[config.mk]
export PLATFORM = sky130hd
export DESIGN_NAME = decrement_counter
export DESIGN_NICKNAME = d
export VERILOG_FILES = /design/src/rtl/decrement_counter_pkg.sv /design/src/rtl/decrement_counter_half_subtractor.sv /design/src/rtl/decrement_counter.sv
export SDC_FILE = /design/constraint.sdc
export NUM_CORES = 1
export LEC_CHECK = 0
export ABC_AREA = 1
export CAP_MARGIN = 20
export CELL_PAD_IN_SITES_DETAIL_PLACEMENT = 1
export CELL_PAD_IN_SITES_GLOBAL_PLACEMENT = 1
export CORE_ASPECT_RATIO = 1.2
export CORE_UTILIZATION = 29
export DETAILED_ROUTE_END_ITERATION = 6
export GPL_TIMING_DRIVEN = 1
export MAX_ROUTING_LAYER = met4
export PLACE_DENSITY = 0.81
export SYNTH_ARGS = -nofsm -noshare
export SYNTH_HDL_FRONTEND = slang
export SYNTH_SLANG_ARGS = --single-unit
[constraint.sdc]
create_clock -name clk -period 1.61 [get_ports clk]
set_input_delay 0.322 -clock clk [delete_from_list [all_inputs] [get_ports clk]]
set_output_delay 0.322 -clock clk [all_outputs]
set_load 0.005 [all_outputs]
[src/rtl/decrement_counter_pkg.sv]
// Shared constants and state encoding for the decrement counter.
// The counter top and its testbench both import this package.
package decrement_counter_pkg;

    localparam int WIDTH = 4;

    typedef enum logic [1:0] {
        IDLE = 2'd0,
        RUN  = 2'd1,
        DONE = 2'd2
    } state_t;

    // Plain encodings for code that compares raw state bits.
    localparam logic [1:0] ST_IDLE = 2'd0;
    localparam logic [1:0] ST_RUN  = 2'd1;
    localparam logic [1:0] ST_DONE = 2'd2;

endpackage : decrement_counter_pkg

[src/rtl/decrement_counter_half_subtractor.sv]
// One-bit half subtractor: D = A - B, Bo is the borrow out.
// Chained bit by bit to build the counter's decrementer.
module half_subtractor (
    input  logic A,
    input  logic B,
    output logic D,
    output logic Bo
);

    assign D  = A ^ B;
    assign Bo = ~A & B;

endmodule : half_subtractor

[src/rtl/decrement_counter.sv]
// Loadable countdown counter with IDLE/RUN/DONE control.
// Loads init on start, decrements on step, pulses done for one cycle at zero.
module decrement_counter
    import decrement_counter_pkg::*;
#(
    parameter int WIDTH = decrement_counter_pkg::WIDTH
) (
    input  logic             clk,
    input  logic             rst_n,
    input  logic             start,
    input  logic [WIDTH-1:0] init,
    input  logic             step,
    input  logic             abort,
    output logic [WIDTH-1:0] count,
    output logic             zero,
    output logic             busy,
    output logic             done
);

    state_t           state_reg;
    state_t           state_next;
    logic [WIDTH-1:0] count_reg;
    logic [WIDTH-1:0] count_next;

    logic [WIDTH-1:0] dec_value;
    logic [WIDTH-1:0] borrow;

    // Ripple borrow chain subtracting one: the first borrow-in is tied high.
    // The top borrow-out would only fire on 0-1, which RUN never requests.
    assign borrow[0] = 1'b1;

    genvar gi;
    generate
        for (gi = 0; gi < WIDTH; gi++) begin : g_sub
            if (gi < WIDTH - 1) begin : g_mid
                half_subtractor u_hs (
                    .A  (count_reg[gi]),
                    .B  (borrow[gi]),
                    .D  (dec_value[gi]),
                    .Bo (borrow[gi+1])
                );
            end else begin : g_last
                half_subtractor u_hs (
                    .A  (count_reg[gi]),
                    .B  (borrow[gi]),
                    .D  (dec_value[gi]),
                    .Bo ()
                );
            end
        end
    endgenerate

    always_comb begin
        state_next = state_reg;
        count_next = count_reg;
        case (state_reg)
            IDLE: begin
                // abort outranks start, so a simultaneous pair loads nothing
                if (start && !abort) begin
                    count_next = init;
                    state_next = (init != '0) ? RUN : DONE;
                end
            end
            RUN: begin
                if (abort) begin
                    state_next = IDLE;
                end else if (step) begin
                    count_next = dec_value;
                    if (dec_value == '0) begin
                        state_next = DONE;
                    end
                end
            end
            DONE: begin
                state_next = IDLE;
            end
            default: begin
                state_next = IDLE;
            end
        endcase
    end

    always_ff @(posedge clk or negedge rst_n) begin
        if (!rst_n) begin
            state_reg <= IDLE;
            count_reg <= '0;
        end else begin
            state_reg <= state_next;
            count_reg <= count_next;
        end
    end

    assign count = count_reg;
    assign zero  = (count_reg == '0);
    assign busy  = (state_reg == RUN);
    assign done  = (state_reg == DONE);

endmodule : decrement_counter
# Yosys cells after proc, flatten, opt, wreduce, memory -nomap -nowiden
# Index checks and enable logic that the tools add are counted.
# totals
reg_bits	6
out_inout_bits	7
elab_cells	36
# op_classes
eq_ne	7
mux	10
bitwise	8
n_reduce_logical	9
# op_table
op	n
4-bit 2-to-1 mux	3
2-bit 2-to-1 mux	5
4-bit zero test	2
4-bit one-hot mux with 2 select lines	1
2-bit inequality test, second input constant	3
2-bit one-hot mux with 2 select lines	1
4-bit AND reduction	1
4-bit nonzero test	1
3-bit by 2-bit inequality test with 1-bit output, second input constant	1
3-bit inequality test, second input constant	1
1-bit inverter	3
3-bit AND reduction	1
1-bit XOR	3
1-bit bitwise AND	2
2-bit by 1-bit equality test with 1-bit output, second input constant	1
2-bit equality test, second input constant	1
2-bit zero test	1
2-bit nonzero test	1
1-bit logical AND	1
1-bit zero test	1

# Longest topological paths before layout
# Gate-level depths: netlist (run 1).
# depth
word_depth	9
ltp_mapped	10
ltp_nobuf	10

# By module
# From an unflattened synthesis (run 1), not the netlist that was laid out.
# unflattened
hier_cells	77
area_unflattened_um2	545.5
# by_module_without_submodules
mod	instances	cells_per_inst	area_each_um2	seq_area_each_um2
decrement_counter	1	65	465.4	150.1
half_subtractor	4	3	20.0	0.0

# Worst setup path after synthesis (run 1)
# OpenSTA, ideal clock, no wires.
# synth_timing
path_type	reg2reg
from	reg count_reg[0], in the netlist count[0]
to	reg state_reg[0]
setup_time_ps	117
arrival_time_ps	1245
path_slack_ps	248
path_stages_with_launch	11
path_buffers	0
period_less_slack_ps	1362
path_cell_list	dfrtp_1 > inv_1 > ha_1 > ha_1 > nand2_1 > inv_1 > nand3_1 > nand2_1 > nand2_2 > nand2_1 > nand2_1
# synth_between
elab_chain_len	7
# synth_lines
element	line_no	source
start: declaration	decrement_counter.sv:22	logic [WIDTH-1:0] count_reg;
start signal: assignment	decrement_counter.sv:89	count_reg <= count_next;
1-bit inverter (*)	decrement_counter_half_subtractor.sv:11	assign Bo = ~A & B;
1-bit bitwise AND (2 in a row)	decrement_counter_half_subtractor.sv:11	
1-bit XOR	decrement_counter_half_subtractor.sv:10	assign D = A ^ B;
4-bit zero test (*)	decrement_counter.sv:69	if (dec_value == '0) begin
3-bit by 2-bit inequality test with 1-bit output (no line) (*)	-	
3-bit AND reduction (no line) (*)	-	
end signal: assignment	decrement_counter.sv:88	state_reg <= state_next;
end: declaration	decrement_counter.sv:20	state_t state_reg;
# Every way passes the cells marked *; elsewhere a longest branch is shown, timed or not.
# A chain may end at the register's enable or synchronous reset.

# Worst setup path in the final report (run 1)
# layout_timing
from	reg count_reg[0], in the netlist count[0]
to	out count[0]
# layout_lines
element	line_no	source
end: declaration	decrement_counter.sv:14	output logic [WIDTH-1:0] count,
# No word-level cell between the ends.

==> results.json, run 1 <==
{
  "switchingPower_uw": 588,
  "wl_per_cell_um": 11.9,
  "synth_cells": 78,
  "clock_path_buffers": 2,
  "synth_compound_area_share_pct": 7.14,
  "yosysTopAreaCellShare_pct": 29.6,
  "required_ns": 1.29,
  "powerDensity_nw_per_um2": 1860,
  "cp_max_fo": 4,
  "hp-class": "input pin to asynchronous set/reset pin",
  "vias": 516,
  "regToRegSetupSlack_ns": 0.20,
  "ys_top_cells_by_count": "nand2_1, inv_1, nor2_1",
  "yosysTopAreaCell": "dfrtp_1",
  "synth_xor_area_share_pct": 0,
  "worstSetupEndpointType": "output pin",
  "synthAdderAreaFrac_pct": 7.39,
  "cp.arrival_ns": 1.22,
  "synthMuxAreaShare_pct": 0,
  "die_w_um": 40.2,
  "postSynthNetCount": 90,
  "synthSimpleGateAreaFrac_pct": 40.4,
  "grt_max_degree": 10,
  "yosys_warnings": 0,
  "r2r_end": "state_reg[0]$_DFFE_PN0P_",
  "finClkSkew_ns": 0.00641,
  "fin_crit_sh_pct": 95.7,
  "dr.pass1.iters": 4,
  "ys_ff_latch": 6,
  "cts.clk_slew.worst_paths_ns": 0.05,
  "die_area_um2": 1920,
  "synthFlopType": "dfrtp_1",
  "crit-reg2reg-launch": "count[1]$_DFFE_PN0P_",
  "final_area_um2": 693,
  "worstSetupPathType": "flop to output pin",
  "num_rows": 16,
  "grt_first_pass_wirelength_mm": 2.07,
  "max_slew_margin_pct": 80.1,
  "power.share.sequential_pct": 23.2,
  "area_delta_synth_final_pct": 36.5,
  "synth_top_family_by_area": "simple AND/OR/NAND/NOR gates",
  "p_leak_nw": 0.372,
  "power_mw": 1.29,
  "htreeDepth": 1,
  "netlist_area_um2": 508,
  "portBuffers": 15,
  "startpoint_type": "flop",
  "worst_pin_slew_ns": 0.298,
  "drv_cap": 0,
  "largest_reg_flops": 4,
  "power.share.combinational_pct": 65.3,
  "setup_tns_ns": 0,
  "core-area_um2": 1640,
  "cts_tree": "done",
  "reg2regPathDepth": 10,
  "max_freq_mhz": 649,
  "cts_buffers": 3,
  "via_per_inst": 4.57,
  "synth_edf_count": 0,
  "yosysMostFrequentCell": "nand2_1",
  "run_status": "finished clean",
  "synth_area_leaders": "dfrtp_1, nand2_1, ha_1",
  "drive_above_1_share_pct": 24.2,
  "num_antenna_cells": 0,
  "synth_cell_types": 14,
  "drv_slew": 0,
  "ys_seq_area_share_pct": 29.6,
  "clkLatencyLatePin_ns": 0.26,
  "cts_sinks": 6,
  "async_reset_ff_share_pct": 100,
  "rsz0062_at_grt": "false",
  "drt-total-wl_mm": 1.34,
  "die_y_um": 47.8,
  "fin_nets": 109,
  "finalSetupViolations": 0,
  "period_needed_ns": 1.54,
  "swShare_pct": 45.5,
  "hold_viol": 0,
  "ant_nets": 0,
  "holdWs_ns": 0.315,
  "clockPowerShare_pct": 11.5,
  "ctsHoldBuffers": 0,
  "irDropWorstVdd_mv": 0.634,
  "p_int_uw": 704,
  "drt-initial-drc-count": 9,
  "synth.avg_cell_area_um2": 6.51,
  "antenna_found_initial": 0,
  "overflow": 0,
  "num_io_pins": 16,
  "grt_pass1_vias": 520,
  "root_buffer": "clkbuf_4",
  "track_usage_pct": 17.0,
  "start_util_pct": 30.9,
  "place_hpwl_mm": 1.09,
  "gp_congestion": 0.774,
  "drc": 0,
  "place_area_um2": 666,
  "fill_cells": 225
}
==> cells by family (layout without fill, tap and decap cells) <==
logic type | count (synthesis) | after routing
buffers and inverters | 17 | 34
adders and majority gates | 3 | 3
AOI/OAI and AO/OA | 6 | 6
DFF | 6 | 6
and+or+nand+nor | 46 | 46
==> routing by layer <==
metal | GRT usage, % | up-vias | share of wire (%) | wire length (µm)
met5 | - | - | 0 | 0
met2 | 29.7 | 10 | 55 | 738
met1 | 17.5 | 236 | 41 | 545
li1 | - | 266 | - | -
met4 | 10.0 | 0 | 2.2 | 30
met3 | 2.79 | 4 | 1.9 | 26
==> power by group through the flow <==
stage,clock network (mW),logic (mW),registers [mW]
detailed placement,0,0.853,0.302
global placement,0,0.809,0.295
floorplan,0,0.560,0.290
global route,0.158,0.963,0.314
CTS,0.152,0.865,0.302
finish,0.148,0.844,0.300
==> per-stage QoR <==
step                instances  setup slack [ns]  util, %
global placement          109            0.0721     40.5
finish                    113            0.0687     42.2
floorplan                  78             0.248        -
CTS                       113            0.0266     42.5
detailed placement        109            0.0253     40.5
global route              113           0.00904     42.2
==> worst max-delay path: stages (launching register included) <==
cell and delay [ns]:
dfrtp_1 0.34, buf_4 0.13, clkdlybuf4s50_1 0.50
==> layout by cell type (no fill, tap or decap) <==
cell	instances
clkdlybuf4s50_1	12
nor2_1	8
buf_4	3
clkbuf_4	3
a21oi_1	1
inv_2	4
ha_2	1
dfrtp_1	4
inv_1	9
dfrtp_2	2
nor2_4	1
nand3_1	3
nand2_2	6
dlygate4sd2_1	2
nand3_2	1
nand2_1	27
a21boi_2	1
ha_1	2
o21ai_0	4
clkbuf_2	1
==> cell type report <==
class | instances | area [µm²] | area share (%)
Clock buffer | 3 | 22.5 | 3.25
Inverter | 13 | 48.8 | 7.04
Multi-Input combinational cell | 55 | 282 | 40.6
Sequential cell | 6 | 153 | 22.0
Tap cell | 18 | 22.5 | 3.25
Timing Repair Buffer | 18 | 165 | 23.8
==> what timing repair did <==
| action | in CTS | in global routing |
|---|---|---|
| buffers inserted | 1 | 0 |
| resized for setup | 7 | 2 |
| setup endpoints to repair | 3 | 1 |
==> worst max-delay path by stage <==
stage,depth (start not counted),end,slack [ns],start
CTS,5,zero,0.03,count[1]$_DFFE_PN0P_
floorplan,10,state_reg[0]$_DFFE_PN0P_,0.25,count[0]$_DFFE_PN0P_
detailed placement,5,zero,0.03,count[1]$_DFFE_PN0P_
finish,2,count[0],0.07,count[0]$_DFFE_PN0P_
global route,2,count[0],0.009,count[0]$_DFFE_PN0P_
global placement,5,zero,0.07,count[1]$_DFFE_PN0P_
(Power assumes the default switching activity.)
==> inputs of run 2 (changes only) <==
Settings changed: CTS_CLUSTER_DIAMETER from default to 120.
==> results of run 2 <==
No change in the layout: final DEF, timing and power equal those of run 1.
==> inputs of run 3 (changes only) <==
Settings changed: CORE_MARGIN from default to 5.
Clock period 1.61 ns to 1.7 ns, I/O delays scaled along.
==> results.json, run 3 (synthesis gave the netlist of run 1 again) <==
{
  "period_needed_ns": 1.58,
  "htreeDepth": 1,
  "grt_first_pass_wirelength_mm": 2.26,
  "num_antenna_cells": 0,
  "fin_nets": 108,
  "hp-class": "input pin to asynchronous set/reset pin",
  "cts_tree": "done",
  "cts.clk_slew.worst_paths_ns": 0.05,
  "via_per_inst": 4.79,
  "worstSetupPathType": "flop to output pin",
  "powerDensity_nw_per_um2": 1730,
  "startpoint_type": "flop",
  "fill_cells": 217,
  "die_y_um": 55.8,
  "gp_congestion": 0.803,
  "max_slew_margin_pct": 79.5,
  "core-area_um2": 1640,
  "mostFrequentLayoutCells": "nand2_1, clkdlybuf4s50_1, inv_1",
  "overflow": 0,
  "drt-total-wl_mm": 1.30,
  "max_freq_mhz": 633,
  "num_io_pins": 16,
  "die_area_um2": 2690,
  "cp_max_fo": 3,
  "hold_viol": 0,
  "worstSetupEndpointType": "output pin",
  "setup_tns_ns": 0,
  "required_ns": 1.36,
  "portBuffers": 15,
  "run_status": "finished clean",
  "cp.arrival_ns": 1.24,
  "rsz0062_at_grt": "false",
  "clkLatencyLatePin_ns": 0.24,
  "clock_path_buffers": 2,
  "drc": 0,
  "die_w_um": 48.2,
  "start_util_pct": 30.9,
  "p_leak_nw": 0.372,
  "ant_nets": 0,
  "drv_slew": 0,
  "irDropWorstVdd_mv": 0.545,
  "holdWs_ns": 0.348,
  "crit_family": "flip-flops",
  "track_usage_pct": 11.5,
  "largest_reg_flops": 4,
  "drv_cap": 0,
  "grt_max_degree": 10,
  "slowest_stage": "dfrtp_1",
  "finClkSkew_ns": 0.00199,
  "drt-initial-drc-count": 4,
  "antenna_found_initial": 0,
  "drive_above_1_share_pct": 20.2,
  "cts_buffers": 3,
  "dr.pass1.iters": 3,
  "num_rows": 16,
  "vias": 536,
  "grt_pass1_vias": 547,
  "wl_per_cell_um": 11.6,
  "area_delta_synth_final_pct": 35.5,
  "cts_sinks": 6,
  "finalSetupViolations": 0,
  "worst-path-buf-inv": 2,
  "place_hpwl_mm": 1.06,
  "cp_cell_sequence": "inv_1 -> ha_2 -> nand2_1 -> nor2_1 -> dlygate4sd2_1",
  "fin_crit_sh_pct": 93.0,
  "worst_pin_slew_ns": 0.306,
  "root_buffer": "clkbuf_4",
  "final_common_cell": "nand2_1",
  "cpPeakStageDelay_ns": 0.38
}
[run 3: worst reg2reg max path, cell delays in order, from the launching register on]
cell,delay [ns]
dfrtp_1,0.36
inv_1,0.07
ha_2,0.17
ha_1,0.28
nand2_1,0.05
inv_1,0.04
nand3_1,0.06
nand2_1,0.10
nand2_2,0.06
nand2_1,0.05
nand2_1,0.04
[run 3: metrics by stage]
| stage | setup slack, ns | area [µm²] | power, mW | utilization (%) | std cells |
|---|---|---|---|---|---|
| 2_1_floorplan | 0.338 | 508 | 0.805 | - | 78 |
| 3_3_place_gp | 0.132 | 658 | 1.03 | 40.1 | 108 |
| 3_5_place_dp | 0.109 | 658 | 1.07 | 40.1 | 108 |
| 4_1_cts | 0.0955 | 688 | 1.21 | 41.9 | 112 |
| 5_1_grt | 0.0355 | 688 | 1.33 | 41.9 | 112 |
| 6_report | 0.119 | 688 | 1.19 | 41.9 | 112 |
[run 3: final timing paths]
check / startpoint / to / slack [ns] / depth (start not counted)
max in group asynchronous: rst_n / state_reg[0]$_DFFE_PN0P_ / 1.10 / 1
min in group clk: count[1]$_DFFE_PN0P_ / count[1]$_DFFE_PN0P_ / 0.51 / 2
worst min-delay path: rst_n / count[3]$_DFFE_PN0P_ / 0.35 / 1
worst max register to register: count[1]$_DFFE_PN0P_ / state_reg[0]$_DFFE_PN0P_ / 0.31 / 10
worst min register to register: count[1]$_DFFE_PN0P_ / count[1]$_DFFE_PN0P_ / 0.51 / 2
worst max-delay path: count[1]$_DFFE_PN0P_ / zero / 0.12 / 5
[run 3: layout make-up]
cell class | instances | area [µm²] | share of cell area (%)
repair buffers | 17 | 161 | 23.5
flip-flops and latches | 6 | 151 | 22.0
clock buffers | 3 | 22.5 | 3.27
inverters | 13 | 48.8 | 7.09
well taps | 18 | 22.5 | 3.27
multi-input cells | 55 | 282 | 40.9
[run 3: metal layers]
layer / GRT usage, % / vias up / wire length, µm
met5: - / - / 0
met4: 5.77 / 0 / 25
met3: 1.94 / 4 / 64
met2: 17.7 / 11 / 680
met1: 13.6 / 256 / 524
li1: - / 265 / -
[run 3: report_power, final]
part           switching [mW]  internal, mW  leakage [nW]
sequential             0.0664         0.214        0.0742
clock                  0.0534        0.0800        0.0138
combinational           0.423         0.353         0.284
total                   0.542         0.648         0.372
[run 3: timing repair]
item	in CTS	in global routing
buffers inserted	1	0
endpoints found under the hold margin	0	0
hold buffers	0	0
endpoints found under the setup margin	3	0
resized for setup	5	0
